<file path="src/rtl/cap_trig.sv">
// rtl/cap_trig.sv - triggered multi-channel probe capture with valid/ready readout
module cap_trig #(
  parameter int CH_NUM = 8,
  parameter int DEPTH  = 16,
  parameter int AW     = $clog2(DEPTH),
  parameter int CW     = (CH_NUM > 1) ? $clog2(CH_NUM) : 1
) (
  input  logic              clk,
  input  logic              rst_n,
  input  logic [CH_NUM-1:0] probe_signal,
  input  logic              arm,
  input  logic              abort,
  input  logic [1:0]        trig_mode,
  input  logic [CW-1:0]     trig_ch,
  output logic              busy,
  output logic              done,
  output logic              rd_valid,
  input  logic              rd_ready,
  output logic [CH_NUM-1:0] rd_data,
  output logic              rd_last
);

  typedef enum logic [1:0] {S_IDLE, S_ARMED, S_CAPTURE, S_READOUT} state_t;

  localparam logic [AW-1:0] LAST_PTR = AW'(DEPTH - 1);
  localparam logic [CW:0]   CH_LIM   = (CW + 1)'(CH_NUM);

  state_t state, state_nxt;

  // Probe flops must survive optimisation so the probed nets keep their load.
  (* dont_touch = "true" *) logic [CH_NUM-1:0] probe_q;
  (* dont_touch = "true" *) logic [CH_NUM-1:0] prev_q;

  logic [CH_NUM-1:0] mem [DEPTH];
  logic [AW-1:0]     wr_ptr;
  logic [AW-1:0]     rd_ptr;
  logic [1:0]        mode_r;
  logic [CW-1:0]     ch_r;
  logic              done_r;
  logic              hit;
  logic              ch_ok;
  logic              cap_end;
  logic              mem_we;
  logic [AW-1:0]     mem_wa;

  always_ff @(posedge clk or negedge rst_n) begin
    if (!rst_n) begin
      probe_q <= '0;
      prev_q  <= '0;
    end else begin
      probe_q <= probe_signal;
      prev_q  <= probe_q;
    end
  end

  always_comb begin
    ch_ok = ({1'b0, ch_r} < CH_LIM);
    hit   = 1'b0;
    case (mode_r)
      2'd0:    hit = 1'b1;
      2'd1:    hit = ch_ok && probe_q[ch_r] && !prev_q[ch_r];
      2'd2:    hit = ch_ok && !probe_q[ch_r] && prev_q[ch_r];
      default: hit = |(probe_q ^ prev_q);
    endcase
  end

  assign cap_end = (state == S_CAPTURE) && (wr_ptr == LAST_PTR);

  always_ff @(posedge clk or negedge rst_n) begin
    if (!rst_n) state <= S_IDLE;
    else        state <= state_nxt;
  end

  always_comb begin
    state_nxt = state;
    if (abort) begin
      state_nxt = S_IDLE;
    end else begin
      case (state)
        S_IDLE:    if (arm) state_nxt = S_ARMED;
        S_ARMED:   if (hit) state_nxt = S_CAPTURE;
        S_CAPTURE: if (wr_ptr == LAST_PTR) state_nxt = S_READOUT;
        S_READOUT: if (rd_ready && rd_ptr == LAST_PTR) state_nxt = S_IDLE;
        default:   state_nxt = S_IDLE;
      endcase
    end
  end

  always_comb begin
    busy     = (state == S_ARMED) || (state == S_CAPTURE);
    done     = done_r;
    rd_valid = (state == S_READOUT);
    rd_last  = rd_valid && (rd_ptr == LAST_PTR);
    rd_data  = rd_valid ? mem[rd_ptr] : '0;
  end

  always_ff @(posedge clk or negedge rst_n) begin
    if (!rst_n) begin
      wr_ptr <= '0;
      rd_ptr <= '0;
      mode_r <= '0;
      ch_r   <= '0;
      done_r <= 1'b0;
    end else begin
      done_r <= cap_end && !abort;
      if (!abort && state == S_IDLE && arm) begin
        mode_r <= trig_mode;
        ch_r   <= trig_ch;
      end
      if (abort)                        wr_ptr <= '0;
      else if (state == S_ARMED && hit) wr_ptr <= AW'(1);
      else if (state == S_CAPTURE)      wr_ptr <= wr_ptr + AW'(1);
      else                              wr_ptr <= '0;
      if (abort || cap_end)                     rd_ptr <= '0;
      else if (state == S_READOUT && rd_ready)  rd_ptr <= rd_ptr + AW'(1);
    end
  end

  // Trigger sample always lands in element 0; capture continues from wr_ptr.
  assign mem_we = !abort && ((state == S_ARMED && hit) || state == S_CAPTURE);
  assign mem_wa = (state == S_CAPTURE) ? wr_ptr : '0;

  always_ff @(posedge clk) begin
    if (mem_we) mem[mem_wa] <= probe_q;
  end

endmodule

</file>
<file path="config.mk">
export PLATFORM = sky130hd
export DESIGN_NAME = cap_trig
export DESIGN_NICKNAME = d
export VERILOG_FILES = /design/src/rtl/cap_trig.sv
export SDC_FILE = /design/constraint.sdc
export NUM_CORES = 1
export LEC_CHECK = 0
export CAP_MARGIN = 25
export CORE_ASPECT_RATIO = 0.9
export CORE_UTILIZATION = 55
export DETAILED_ROUTE_END_ITERATION = 8
export PLACE_DENSITY = 0.74
export SYNTH_ARGS = -nofsm -noshare
export SYNTH_HDL_FRONTEND = slang
export SYNTH_SLANG_ARGS = --single-unit
</file>
<file path="constraint.sdc">
create_clock -name clk -period 3.7 [get_ports clk]
set_clock_uncertainty 0.15 [all_clocks]
set_input_delay 0.555 -clock clk [delete_from_list [all_inputs] [get_ports clk]]
set_output_delay 0.555 -clock clk [all_outputs]
set_load 0.01 [all_outputs]
</file>
==> results of run 1 <==
-- through the flow --
stage / cells / utilization
after global routing: 559 / 0.668
after floorplan: 337 / -
after CTS: 559 / 0.668
after detailed placement: 527 / 0.619
after global placement: 527 / 0.619
final: 559 / 0.668
-- per-layer routing --
metal  track usage  share of wire  up-vias
met2         0.369           0.52      117
met3        0.0587          0.097        9
li1              -              -     1475
met1         0.322           0.37     1674
met4        0.0859          0.010        0
met5             0              0        -
-- registers in the layout, summed over array words and instances, names as in the netlist --
name and count:
mem 128, prev_q 8, probe_q 8, rd_ptr 4, wr_ptr 4, ch_r 3
mode_r 2, state 2, done 1
-- power groups by stage --
stage          clock network, mW  registers, mW  logic (mW)
3_5_place_dp                   0           2.16       0.641
5_1_grt                     1.74           2.14       0.702
3_3_place_gp                   0           2.16       0.623
6_report                    1.64           2.13       0.638
4_1_cts                     1.66           2.13       0.644
2_1_floorplan                  0           2.12       0.482
-- kinds of logic after synthesis --
| group | share of synthesized area |
|---|---|
| buffers and inverters | 0.0134 |
| DFF | 0.708 |
| muxes | 0.169 |
| adders and majority gates | 0.0115 |
| xor gates and xnor gates | 0.0160 |
| and+or+nand+nor | 0.0578 |
| AOI/OAI and AO/OA | 0.0239 |
-- cell usage in the layout (no fill, tap or decap), types with 2 or more instances in the layout --
cell type	Yosys	final
edfxtp_1	128	128
mux4_2	40	40
dfrtp_1	32	31
clkdlybuf4s50_1	0	29
nor2_1	19	19
clkbuf_16	0	19
buf_4	0	17
xnor2_1	9	9
nand3_1	9	9
and2_1	8	8
mux2_2	6	6
nand2_1	6	6
ha_1	6	6
or3_1	5	5
nor3_1	5	5
mux4_1	4	4
nor2b_1	4	4
nand2b_1	4	4
inv_4	0	4
inv_1	3	3
xor2_1	3	3
and3_1	3	3
a21oi_1	3	3
clkinv_4	0	3
clkinv_2	0	3
mux2i_1	2	2
nand4_1	2	2
a21boi_0	2	2
a221oi_1	2	2
o311a_1	2	2
nand3b_1	2	2
buf_12	0	2
-- worst min-delay path by stage --
| stage | cells after the start | startpoint | to |
|---|---|---|---|
| after global routing | 1 | probe_signal[6] | probe_q[6] |
| after detailed placement | 1 | mode_r[0] | mode_r[0] |
| after global placement | 1 | mode_r[1] | mode_r[1] |
| after CTS | 2 | rst_n | rd_ptr[2] |
| after floorplan | 0 | rst_n | ch_r[0] |
| final | 2 | rst_n | rd_ptr[2] |
-- layout make-up --
cell class,count,area [µm²]
multi-input cells,160,1820
clock inverters,12,77.6
fillers,723,3830
clock buffers,20,489
flip-flops and latches,160,4650
repair buffers,48,458
inverters,3,11.3
well taps,156,195
-- synthesized netlist by cell type, types with 2 or more instances --
master    number  area, µm²
dfrtp_1       32        801
inv_1          3       11.3
nand3b_1       2       15.0
and3_1         3       18.8
mux4_2        40        901
mux2_2         6       67.6
a21boi_0       2       15.0
nor2_1        19       71.3
o311a_1        2       20.0
buf_1          2       7.51
mux4_1         4        105
a221oi_1       2       17.5
buf_6          3       33.8
mux2i_1        2       20.0
xnor2_1        9       78.8
nor2b_1        4       25.0
nand4_1        2       12.5
nand2_1        6       22.5
a21oi_1        3       15.0
xor2_1         3       26.3
nand3_1        9       45.0
clkbuf_1       8       30.0
ha_1           6       75.1
or3_1          5       31.3
edfxtp_1     128       3840
nand2b_1       4       25.0
and2_1         8       50.1
nor3_1         5       25.0
==> impl_metrics.ini, run 1 <==
[place]
dp_hpwl_um = 8070
portBuffers = 29
placed_cell_area_mm2 = 0.00713
dp_slack_ps = 701
routabilityCongestion = 0.749

[grt]
grt_pass1_vias = 3383
grt_usage = 0.235
grt_max_degree = 36
grt_antenna_before_repair = 0
grt.overflow.total = 0
grt_pass1_wl_um = 19700

[final_layout]
drive_gt1_frac = 0.253
fin_area_mm2 = 0.00770
area_growth_pct = 17.5
finalNetCount = 414
n_antenna_cell = 0

[floorplanning]
design.core.area_mm2 = 0.0115
die_w_um = 117
io_pins = 30
die_h_um = 106
rows = 37
initial_core_util = 0.569
dieArea_mm2 = 0.0124

[worst_setup_path]
critical_path.max_fanout = 23
cp-start-kind = flip-flop
end_kind = output port
critPathKind = flip-flop to output port
cpMostUsedCell = mux4_2
crit_chain = buf_12, mux4_2, mux4_2, and2_1, clkdlybuf4s50_1
slowest_stage = mux4_2
critical-path-top-delay-family = multiplexers
reg2regPathDepth = 6
cp.arrival_ps = 2720
worstSetupPathDepth = 5
required_ps = 2990
crit_buf_inv = 2
crit_end = rd_data[4]
ff2ff_setup_slack_ps = 890
reg2reg_to = mem[0][3]
cp-startpoint = rd_ptr[0]
r2r-start = probe_q[5]
max_stage_delay_ps = 540

[sta]
worstMarginPinSlew_ps = 825
finalCriticalPeriod_ps = 3430
final.setup.worst_slack_ps = 271
setup_tns_ps = 0
whs_ps = 384
slew_headroom = 0.448
finalMaxSlewViolations = 0
finalHoldViolations = 0
setup_viol_count_final = 0
rsz0062_at_grt = false
fmax_mhz = 292
fin_crit_sh = 0.927

[logic_synthesis]
synth.avg_cell_area_um2 = 19.5
synth_nets = 361
synth_cell_type_count = 43
syn_inst = 337
synth_seq_cells = 160
synthArstFlopShare = 0.200
yosysSeqAreaShare = 0.708
synth-main-ff-cell = edfxtp_1
synth_edf_count = 128
ys_warn_count = 0
synth.cell_area_mm2 = 0.00656

[clocking]
cts_inserted_buffers = 17
holdBufCountCts = 0
post_cts_buffers = 0
htreeDepth = 4
clk_latency_ps = 420
cts_tree = done
clk_pin_slew_ps = 60
cts-resized-gates = 0
clkSinkCount = 160
cts_root_buffer = clkbuf_16
clock_path_buffers = 2

[drt]
drt_iter0_markers = 323
routedWlPerCell_um = 22.7
wirelength_um = 12700
vias = 3275
drt_first_pass_iters = 4
drc = 0
vias_per_cell = 5.86
drtAntennaViolNets = 0

[pwr]
swShare = 0.247
p_seq_frac = 0.483
ir_drop_mv = 0.463
internal_power_mw = 3.32
p_switching_mw = 1.09
pwr-share-clk = 0.372
power.density_mw_per_mm2 = 572
cellLeakagePower_nw = 2.58
power_frac_comb = 0.145
p_total_mw = 4.40

[min_path]
hold_path_class = input port to async pin

[run_status]
status = completed

[run]
drv_cap = 0
No activity file was read; power rests on OpenSTA's default activity.
==> inputs of run 2 (changes only) <==
- CTS_CLUSTER_SIZE: not set -> 20
==> results of run 2 <==
No change in the layout: final DEF, timing and power equal those of run 1.
==> inputs of run 3 (changes only) <==
- CORE_UTILIZATION: 55 -> 60
- GPL_ROUTABILITY_DRIVEN: not set -> 0
- PLACE_DENSITY: 0.74 -> 0.79
==> run 3 against run 2 <==
Effect of this change:
- the flow now finishes with violations (DRC)
- global-route usage is 1.4 points higher
- worst setup slack worse by 87 ps
- die area is 8.2% lower
- via count is 0.82% higher
- fmax is 2.5% lower
- register-to-register slack hardly changed
- critical path depth stayed put
==> impl_metrics.ini, run 3 (synthesis gave the netlist of run 1 again) <==
[floorplanning]
dieArea_mm2 = 0.0113
die_h_um = 101
initial_core_util = 0.629
die_w_um = 112
io_pins = 30
design.core.area_mm2 = 0.0104
rows = 35

[pwr]
internal_power_mw = 3.49
pwr-share-clk = 0.394
power_frac_comb = 0.140
cellLeakagePower_nw = 2.57
p_seq_frac = 0.466
ir_drop_mv = 0.410
power.density_mw_per_mm2 = 594
swShare = 0.236
p_switching_mw = 1.08
p_total_mw = 4.57

[worst_setup_path]
crit_end = rd_data[6]
r2r-start = probe_q[6]
ff2ff_setup_slack_ps = 890
reg2reg_to = mem[0][0]
cp-start-kind = flip-flop
cp-startpoint = rd_ptr[0]
critPathKind = flip-flop to output port
cp.arrival_ps = 2810
critical_path.max_fanout = 35
end_kind = output port
reg2regPathDepth = 6
required_ps = 2990

[sta]
finalMaxSlewViolations = 0
setup_tns_ps = 0
slew_headroom = 0.426
fin_crit_sh = 0.950
setup_viol_count_final = 0
finalCriticalPeriod_ps = 3520
fmax_mhz = 284
whs_ps = 376
finalHoldViolations = 0
worstMarginPinSlew_ps = 858
final.setup.worst_slack_ps = 184
rsz0062_at_grt = false

[grt]
grt_usage = 0.249
grt_max_degree = 36
grt_pass1_wl_um = 19300
grt.overflow.total = 0
grt_antenna_before_repair = 0
grt_pass1_vias = 3357

[min_path]
hold_path_class = input port to async pin

[clocking]
cts_tree = done
cts-resized-gates = 0
htreeDepth = 4
clkSinkCount = 160
cts_root_buffer = clkbuf_16
clk_latency_ps = 420
cts_inserted_buffers = 17
clock_path_buffers = 2
holdBufCountCts = 0
clk_pin_slew_ps = 60
post_cts_buffers = 0

[place]
dp_slack_ps = 635
placed_cell_area_mm2 = 0.00707
portBuffers = 29
dp_hpwl_um = 7830

[run_status]
status = finished with violations
violations = DRC

[final_layout]
layout_common_cells = edfxtp_1 (128), mux4_2 (40), dfrtp_1 (31)
n_antenna_cell = 0
area_growth_pct = 17.3
largest_register_ffs = 128
finalNetCount = 412
fin_area_mm2 = 0.00769
final_common_cell = edfxtp_1
reg_top3 = mem: 128 flops, prev_q: 8 flops, probe_q: 8 flops
drive_gt1_frac = 0.244
regMostFlops = mem

[drt]
drtAntennaViolNets = 0
wirelength_um = 12600
drt_first_pass_iters = 7
drt_iter0_markers = 279
routedWlPerCell_um = 23.7
vias = 3302
vias_per_cell = 6.23
drc = 1

[run]
drv_cap = 0
## run 3: changes by cell type in the layout (fill, tap and decap cells not counted), sizes merged
cell / previous run / this run
inv: 7 / 4
bufinv: 0 / 4
clkbuf: 20 / 18
clkinv: 7 / 6
buf: 19 / 17
clkinvlp: 1 / 3
## run 3: power groups by stage
stage,logic [mW],registers (mW),clock network [mW]
3_3_place_gp,0.623,2.16,0
6_report,0.640,2.13,1.80
5_1_grt,0.701,2.14,1.90
2_1_floorplan,0.482,2.12,0
4_1_cts,0.644,2.13,1.83
3_5_place_dp,0.637,2.16,0
## run 3: per-layer routing
| metal | global-route usage | vias up | wire, µm |
|---|---|---|---|
| met1 | 0.322 | 1694 | 4950 |
| li1 | - | 1475 | - |
| met3 | 0.0658 | 12 | 924 |
| met2 | 0.416 | 121 | 6560 |
| met4 | 0.0944 | 0 | 143 |
| met5 | 0 | - | 0 |
## run 3: area by class of cell
type,count,area (µm²)
timing repair buffer,46,430
sequential,160,4650
clock buffer,18,429
multi-input combinational,160,1820
tap,129,161
clock inverter,14,190
fill,600,2730
inverter,3,11.3
## run 3: worst min-delay path by stage
| stage | start | to |
|---|---|---|
| after floorplan | rst_n | ch_r[0] |
| after global placement | mode_r[1] | mode_r[1] |
| after detailed placement | mode_r[0] | mode_r[0] |
| after CTS | rst_n | rd_ptr[3] |
| after global routing | rst_n | rd_ptr[3] |
| final | rst_n | rd_ptr[2] |
## run 3: critical path: stages, from the launching register on
cell             delay (ps)
dfrtp_2                 370
buf_12                  260
mux4_2                  600
mux4_2                  480
and2_1                  180
clkdlybuf4s50_1         480
## run 3: metrics by stage
step | utilization | std cells
2_1_floorplan | - | 337
3_3_place_gp | 0.679 | 498
3_5_place_dp | 0.679 | 498
4_1_cts | 0.738 | 530
5_1_grt | 0.738 | 530
6_report | 0.738 | 530
